<file path="src/rtl/display_arbiter.sv">
// display_arbiter: shares the display command port among NREQ requesters, round-robin.
// Define DISPLAY_ARB_PRIO0_EN to give requester 0 strict priority over the round-robin group.
module display_arbiter #(
    parameter int NREQ = 4,
    parameter int IDW  = 3
) (
    input  logic                 clk,
    input  logic                 rst_n,
    input  logic [NREQ-1:0]      req_valid,
    input  logic [4*NREQ-1:0]    req_cmd,
    input  logic [48*NREQ-1:0]   req_data,
    output logic [NREQ-1:0]      req_ack,
    output logic [3:0]           disp_cmd,
    output logic [47:0]          disp_data,
    input  logic                 disp_ready,
    output logic                 busy,
    output logic [IDW-1:0]       grant_id
);

    typedef enum logic [1:0] {
        IDLE  = 2'd0,
        ISSUE = 2'd1,
        WAIT  = 2'd2
    } state_t;

    state_t          state;
    state_t          state_next;
    logic [IDW-1:0]  rr_ptr;
    logic [NREQ-1:0] masked;
    logic [NREQ-1:0] cand;
    logic            hit_hi;
    logic            hit_lo;
    logic            found;
    logic            prio_win;
    logic            accept;
    logic            is_nop;
    logic [IDW-1:0]  win_hi;
    logic [IDW-1:0]  win_lo;
    logic [IDW-1:0]  win;
    logic [3:0]      sel_cmd;
    logic [47:0]     sel_data;

    // A requester acknowledged this cycle is still holding its old request.
    assign masked = req_valid & ~req_ack;

    // NOTE: every always_comb output gets a default first so no path infers a latch.
    always_comb begin
        cand     = masked;
        prio_win = 1'b0;
`ifdef DISPLAY_ARB_PRIO0_EN
        cand[0]  = 1'b0;
        prio_win = masked[0];
`endif
        hit_hi = 1'b0;
        hit_lo = 1'b0;
        win_hi = '0;
        win_lo = '0;
        // Descending scan so the lowest index at/above rr_ptr (or below it, on wrap) is kept.
        for (int j = NREQ - 1; j >= 0; j--) begin
            if (cand[j]) begin
                if (j >= int'(rr_ptr)) begin
                    hit_hi = 1'b1;
                    win_hi = IDW'(j);
                end else begin
                    hit_lo = 1'b1;
                    win_lo = IDW'(j);
                end
            end
        end
        found = prio_win | hit_hi | hit_lo;
        if (prio_win)
            win = '0;
        else if (hit_hi)
            win = win_hi;
        else
            win = win_lo;
    end

    always_comb begin
        sel_cmd  = '0;
        sel_data = '0;
        for (int j = 0; j < NREQ; j++) begin
            if (win == IDW'(j)) begin
                sel_cmd  = req_cmd[4*j +: 4];
                sel_data = req_data[48*j +: 48];
            end
        end
    end

    assign accept = ((state == IDLE) || (state == WAIT)) && disp_ready && found;
    assign is_nop = (sel_cmd == 4'h0);

    always_comb begin
        state_next = state;
        case (state)
            IDLE: begin
                if (accept && !is_nop)
                    state_next = ISSUE;
            end
            ISSUE: state_next = WAIT;
            WAIT: begin
                if (disp_ready)
                    state_next = (accept && !is_nop) ? ISSUE : IDLE;
            end
            default: state_next = IDLE;
        endcase
    end

    // NOTE: sequential state uses non-blocking assignments so every register samples pre-edge values.
    always_ff @(posedge clk or negedge rst_n) begin
        if (!rst_n) begin
            state     <= IDLE;
            busy      <= 1'b0;
            disp_cmd  <= 4'h0;
            disp_data <= '0;
            req_ack   <= '0;
            rr_ptr    <= '0;
            grant_id  <= '0;
        end else begin
            state    <= state_next;
            busy     <= (state_next != IDLE);
            disp_cmd <= (state_next == ISSUE) ? sel_cmd : 4'h0;
            req_ack  <= accept ? (NREQ'(1) << win) : '0;
            if (accept) begin
                grant_id <= win;
                if (!prio_win)
                    rr_ptr <= (win == IDW'(NREQ - 1)) ? '0 : win + 1'b1;
            end
            if (accept && !is_nop)
                disp_data <= sel_data;
        end
    end

endmodule

</file>
<file path="config.mk">
export PLATFORM = sky130hd
export DESIGN_NAME = display_arbiter
export DESIGN_NICKNAME = d
export VERILOG_FILES = /design/src/rtl/display_arbiter.sv
export SDC_FILE = /design/constraint.sdc
export NUM_CORES = 1
export LEC_CHECK = 0
export ABC_AREA = 1
export CAP_MARGIN = 40
export CORE_ASPECT_RATIO = 0.9
export CORE_MARGIN = 2
export CORE_UTILIZATION = 33
export CTS_CLUSTER_SIZE = 20
export DETAILED_ROUTE_END_ITERATION = 6
export PLACE_DENSITY = 0.85
export SETUP_SLACK_MARGIN = 0.15
export SYNTH_ARGS = -nofsm -noshare
export SYNTH_HDL_FRONTEND = slang
export SYNTH_SLANG_ARGS = --single-unit
</file>
<file path="constraint.sdc">
create_clock -name clk -period 2.24 [get_ports clk]
set_input_delay 0.56 -clock clk [delete_from_list [all_inputs] [get_ports clk]]
set_output_delay 0.56 -clock clk [all_outputs]
set_load 0.05 [all_outputs]
</file>
==> results of run 1 <==
## logic make-up (layout without fill, tap and decap cells)
logic type / count (synthesis) / after routing
adder cells (fa/ha/maj): 4 / 4
AND/OR/NAND/NOR: 362 / 363
buffers and inverters: 70 / 395
AO/OA/AOI/OAI: 155 / 155
other: 1 / 2
flip-flops: 63 / 63
## final cells by class
type	count	area, um^2
Antenna cell	1	2.50
Clock buffer	15	258
Clock inverter	1	5.00
Fill cell	1012	3730
Inverter	20	105
Multi-Input combinational cell	523	2820
Sequential cell	63	1580
Tap cell	164	205
Timing Repair Buffer	359	3880
## sequential cells by signal (all words and copies together) (netlist names)
signal	flops
rr_ptr	2
busy	1
disp_data	48
grant_id	2
req_ack	4
state	2
disp_cmd	4
## synth_stat cells
master      n  area share
nand2_1   276        0.25
o21ai_0    92        0.11
dfrtp_1    63        0.37
nand3_1    56       0.066
a21oi_1    54       0.064
nor2_1     24       0.021
buf_2      21       0.025
inv_1      17       0.015
clkbuf_1   14       0.012
buf_4      11       0.020
o21ai_1     9       0.011
buf_6       4       0.011
ha_1        4       0.012
inv_2       2      0.0018
nand2_2     2      0.0030
nor2_2      2      0.0030
conb_1      1     0.00089
inv_4       1      0.0015
nand2_4     1      0.0027
nor2_4      1      0.0027
## power by group
part / switching, W / leakage, nW / internal, W
registers: 0.000359 / 0.800 / 0.00166
logic: 0.00697 / 3.33 / 0.00517
clock network: 0.000493 / 0.128 / 0.000780
total: 0.00782 / 4.26 / 0.00762
## layer usage
layer | routed length, um | up-vias
met5 | 16 | -
met4 | 729 | 2
met3 | 1730 | 50
met2 | 9860 | 263
met1 | 7830 | 2692
li1 | - | 2778
## per-stage QoR
step | std cells | utilization | setup slack (ns) | hold WS [ns]
floorplan | 655 | - | -0.106 | 0.264
global placement | 1084 | 0.596 | -0.855 | 0.453
detailed placement | 1084 | 0.596 | -0.987 | 0.458
CTS | 1134 | 0.670 | -0.246 | 0.372
global route | 1146 | 0.704 | -0.495 | 0.381
finish | 1146 | 0.704 | -0.394 | 0.321
## worst max path at each step
stage	from	end	slack [ns]	cells past startpoint
floorplan	req_valid[0]	disp_data[38]	-0.11	20
global placement	req_valid[0]	disp_data[2]	-0.85	19
detailed placement	req_valid[0]	disp_data[26]	-0.99	21
CTS	rr_ptr[0]	disp_data[0]	-0.25	19
global route	rr_ptr[1]	disp_data[3]	-0.50	20
finish	rr_ptr[1]	disp_data[12]	-0.39	20
## repair_timing
item / in CTS / in global routing
setup endpoints to repair: 61 / 84
hold endpoints to repair: 0 / 0
cloned: 11 / 5
hold buffers: 0 / 0
buffers inserted: 23 / 6
resized for setup: 101 / 90
pin swaps: 27 / 43
==> metrics.cfg, run 1 <==
[clock_network]
clkLatencyLatePin_ns=0.33
clkSlewWorstSetupHoldPaths_ns=0.06
clk_root_buffer_cell=clkbuf_16
cts_sinks=63
clockBufferDepth=2
cts-htree-levels=3
cts_tree=yes
cts-buffers-inserted=9

[place]
hpwl_um=12700
portBuffers=273
gp_congestion=0.882
postPlaceCellArea_mm2=0.00750

[grt]
grt_pass1_wl_um=29300
gr-usage-met1=0.309
grt_max_degree=64
grt_pass1_vias=5866
busiest_layer=met2
overflow=0
antenna_found_initial=2
grt_use_met2=0.486
grt_use_total=0.277
gr-usage-met3=0.0751

[timing]
fin_ws_ns=-0.394
setup_viol=62
period_minus_slack_ns=2.63
fin_tns_setup_ns=-19.86
fmax_mhz=380
finalClockSkew_ns=0.00731
finalHoldViolations=0
period_share=1.18
worst_slew_pin_slew_ns=0.833
slew-limit-headroom=0.445
rsz0062_at_grt=true
drv_slew=0

[worst_setup_path]
reg2reg_to=disp_data[12]
arrival_ns=2.85
cp-start-kind=flip-flop
path_cells=nand2_2, nand3_2, nand2_2, nor2_4, nand2_2, nand2_4, inv_6, ha_4, buf_6, a21oi_2, nand2_1, nand2_1, nand2_2, nor2_2, nand2_2, buf_6, buf_12, buf_16, nand3_1, nand2_1
worstSetupEndpointType=flip-flop
critPathBufInv=5
path_max_fanout=6
max_stage_delay_ns=0.44
critPathRequiredTime_ns=2.46
r2r_start=rr_ptr[1]
reg2reg_slack_ns=-0.39
path_common_cell=nand2_2
crit_slowest_cell=dfrtp_1
critPathTopFamily=simple AND/OR/NAND/NOR gates
crit_type=flip-flop to flip-flop
rr_worst_depth=20

[layout]
mostFrequentLayoutCells=clkdlybuf4s50_1 (235), nand2_1 (229), o21ai_0 (79)
drive_above_1_share=0.233
stdcell_area_mm2=0.00886
syn2layout_area_growth_pct=110
nets=1195
final_common_cell=clkdlybuf4s50_1

[logic_synthesis]
ys_ff_latch=63
syn_nets=874
synth_top_family_by_area=simple AND/OR/NAND/NOR gates
ys_warn_count=0
synthCells=655
yosys.area_share.adder=0.0119
ys_seq_area_frac=0.373
synth_cell_type_count=20
synth_compound_area_frac=0.184
syn_area_per_cell_um2=6.45
synth_xor_area_frac=0
synthMuxAreaShare=0
syn_area_mm2=0.00422
yosys.area_share.simple=0.344

[detailed_routing]
drtAntennaViolNets=0
vias=5785
drtIter0Drc=272
vias_per_cell=5.05
drc_errors=0
wl_um=20200
wire_per_inst_um=17.6
firstDrtPassIters=4

[die]
initial_core_util=0.335
dieArea_mm2=0.0137
die_w_um=123
dieHeight_um=111
ios=275
core_area_mm2=0.0126
std_cell_rows=39

[power_and_ir_drop]
vdd_drop_max_mv=1.06
power.density_mw_per_mm2=1740
p_total_w=0.0154
cellLeakagePower_nw=4.26

[outcome]
outcome=finished, violations left
violations=negative setup slack

[flow_run]
maxCapViolations=0

[hold_path]
hold_path_class=input pin to asynchronous set/reset pin

No activity file was read; power rests on OpenSTA's default activity.
==> run 2: changes to the inputs <==
--- a/config.mk
+++ b/config.mk
@@ -6,12 +6,11 @@
 export NUM_CORES = 1
 export LEC_CHECK = 0
-export ABC_AREA = 1
 export CAP_MARGIN = 40
 export CORE_ASPECT_RATIO = 0.9
 export CORE_MARGIN = 2
-export CORE_UTILIZATION = 33
+export CORE_UTILIZATION = 34
 export CTS_CLUSTER_SIZE = 20
 export DETAILED_ROUTE_END_ITERATION = 6
-export PLACE_DENSITY = 0.85
+export PLACE_DENSITY = 0.87
 export SETUP_SLACK_MARGIN = 0.15
 export SYNTH_ARGS = -nofsm -noshare
==> constraint.sdc (replaced) <==
create_clock -name clk -period 2.24 [get_ports clk]
set_input_delay 0.56 -clock clk [delete_from_list [all_inputs] [get_ports clk]]
set_output_delay 0.56 -clock clk [all_outputs]
set_load 0.1 [all_outputs]
==> run 2 against run 1 <==
- the flow still finishes with violations (negative setup slack)
- cell area decreased by 9.4%
- via count shrank 20%
- final cell count decreased by 23%
- die area shrank 2.1%
- register-to-register slack worse by 0.38 ns
- global-route usage down 3.8 points
- critical endpoint is now disp_data[9]
==> metrics.cfg, run 2 <==
[outcome]
outcome=finished, violations left
violations=negative setup slack

[layout]
top_register=disp_data
largest_reg_flops=48  ; unchanged
nFillCells=883  ; -13%
drive_above_1_share=0.301  ; +0.0678
final_common_cell=clkdlybuf4s50_1
final_cells=877  ; -23%
n_antenna_cell=0  ; -1
mostFrequentLayoutCells=clkdlybuf4s50_1 (209), buf_4 (93), dfrtp_1 (59)
nets=931  ; -22%
utilization=0.662  ; -0.0416
largestRegisters=disp_data x48, disp_cmd x4, req_ack x4
syn2layout_area_growth_pct=88.7

[clock_network]
cts_tree=yes
clockBufferDepth=2  ; unchanged
hold_buffers=0  ; unchanged
clk_root_buffer_cell=clkbuf_16
cts_sinks=63  ; unchanged
cts-htree-levels=3  ; unchanged
clkLatencyLatePin_ns=0.32  ; about the same
cts-buffers-inserted=9  ; unchanged
clkSlewWorstSetupHoldPaths_ns=0.06  ; about the same

[logic_synthesis]
syn_nets=633  ; -28%
yosys-top-cells-count=dfrtp_1 (63), nor2b_1 (55), nand2_1 (52), a221oi_1 (48)
syn_area_per_cell_um2=10.3  ; +59%
ys_warn_count=0  ; unchanged
ys_top_cells_by_area=dfrtp_1 (37%), mux2_4 (17%), a221oi_1 (9.9%)
ys_async_sr_fraction=1.00  ; unchanged
yosysMostFrequentCell=dfrtp_1
ys_ff_latch=63  ; unchanged
ys_seq_area_frac=0.370  ; -0.00285
synth_cell_type_count=37  ; +85%
synth-main-ff-cell=dfrtp_1
synthCells=414  ; -37%
syn_area_mm2=0.00426  ; +0.77%
synth_edf_count=0  ; unchanged
yosysTopAreaCell=dfrtp_1
yosysTopAreaCellShare=0.370  ; -0.00285

[power_and_ir_drop]
pwr-share-clk=0.111  ; +0.029
power.density_mw_per_mm2=1740  ; about the same
power_switching_share=0.514  ; +0.00713
p_switching_w=0.00718  ; -8.1%
cellLeakagePower_nw=3.39  ; -21%
combinationalPowerShare=0.742  ; -0.044
p_total_w=0.0140  ; -9.4%
seqPwrFrac=0.147  ; +0.016
intPower_w=0.00680  ; -11%
vdd_drop_max_mv=1.24  ; +17%

[timing]
period_share=1.36  ; +0.185
finalClockSkew_ns=0.0106  ; +0.00325 ns
finalHoldViolations=0  ; unchanged
period_minus_slack_ns=3.05  ; +0.415 ns
setup_viol=54  ; -13%
fmax_mhz=328  ; -14%
slew-limit-headroom=0.666  ; +0.222
worst_slew_pin_slew_ns=0.500  ; -0.333 ns
rsz0062_at_grt=true
drv_slew=0  ; unchanged
fin_ws_ns=-0.809  ; -0.415 ns
fin_tns_setup_ns=-40.55  ; -20.69 ns

[die]
ios=275  ; unchanged
initial_core_util=0.351  ; +0.0156
std_cell_rows=38  ; -2.6%
dieHeight_um=110  ; -1.1%
dieArea_mm2=0.0134  ; -2.1%
die_w_um=122  ; -1.1%
core_area_mm2=0.0121  ; -3.7%

[detailed_routing]
drtIter0Drc=277  ; +1.8%
firstDrtPassIters=4  ; unchanged
wl_um=16400  ; -19%
drc_errors=0  ; unchanged
vias=4619  ; -20%
wire_per_inst_um=18.7  ; +6.1%
drtAntennaViolNets=0  ; unchanged
vias_per_cell=5.27  ; +4.3%

[place]
dp.cells=841  ; -22%
gp_congestion=0.806  ; -8.6%
place_ws_ns=-1.35  ; -0.362 ns
portBuffers=273  ; unchanged
hpwl_um=11500  ; -9.2%

[worst_setup_path]
arrival_ns=3.25  ; +0.40 ns
critPathRequiredTime_ns=2.44  ; -0.02 ns
cp-start-kind=input pin
path_max_fanout=9  ; +3
crit_type=input pin to flip-flop
rr_worst_depth=13  ; -35%
worstSetupEndpointType=flip-flop

[hold_path]
hold_path_class=input pin to asynchronous set/reset pin

[grt]
grt_use_total=0.239  ; -0.0378
grt_max_degree=57  ; -11%
antenna_found_initial=0  ; -2
grt_pass1_vias=4880  ; -17%
overflow=0  ; unchanged
grt_pass1_wl_um=24600  ; -16%

[flow_run]
maxCapViolations=0  ; unchanged

[run 2: layout make-up]
cell class | instances | area [um^2] | share of cell area
clock buffers | 13 | 270 | 0.0337
multi-input cells | 306 | 2620 | 0.327
inverters | 5 | 21.3 | 0.00265
well taps | 160 | 200 | 0.0249
repair buffers | 327 | 3260 | 0.406
flip-flops and latches | 63 | 1590 | 0.198
clock inverters | 3 | 65.1 | 0.00810
[run 2: path summary, 6_finish.rpt]
check	startpoint	to	slack, ns
max in group asynchronous	rst_n	disp_data[43]	1.33
setup / recovery	req_valid[1]	disp_data[9]	-0.81
min in group clk	disp_data[47]	disp_data[47]	0.51
hold reg to reg	disp_data[47]	disp_data[47]	0.51
hold / removal	rst_n	rr_ptr[1]	0.20
setup reg to reg	req_ack[0]	disp_data[9]	-0.77
[run 2: power by group through the flow]
stage          logic (W)  clock network (W)  registers, W
6_report          0.0104            0.00155       0.00206
5_1_grt           0.0109            0.00163       0.00211
4_1_cts           0.0102            0.00158       0.00205
3_5_place_dp     0.00937                  0       0.00204
3_3_place_gp     0.00912                  0       0.00203
2_1_floorplan    0.00366                  0       0.00546
[run 2: layer usage]
metal | vias to the layer above | wire length [um] | GRT usage
li1 | 2141 | - | -
met1 | 2224 | 6240 | 0.265
met2 | 221 | 8490 | 0.441
met3 | 33 | 1260 | 0.0545
met4 | 0 | 399 | 0.0993
met5 | - | 0 | 0
[run 2: timing repair]
action,CTS,global route
gates resized for setup,36,13
pin swaps,11,5
gates cloned,7,1
setup endpoints to repair,57,57
buffers inserted,9,3
[run 2: critical path, stage by stage]
cell and delay [ns]:
dlygate4sd2_1 0.25, nor2b_4 0.14, a21o_1 0.16, a21oi_2 0.15
o22a_4 0.19, buf_4 0.13, ha_4 0.19, nor2b_1 0.20
a21oi_2 0.06, or2_1 0.23, o31a_4 0.37, buf_12 0.16
buf_12 0.15, mux2_4 0.29
[run 2: cells by family after synthesis]
family / synth area share
flops: 0.370
mux: 0.183
fa+ha+maj: 0.0118
compound gates: 0.219
simple gates: 0.161
buf+inv: 0.0541
other cells: 0.000881
[run 2: metrics by stage]
stage               area (um^2)  hold WS (ns)
finish                     8030         0.202
global route               8030         0.241
CTS                        7930         0.200
detailed placement         7200         0.493
global placement           7200         0.494
floorplan                  4340         0.264
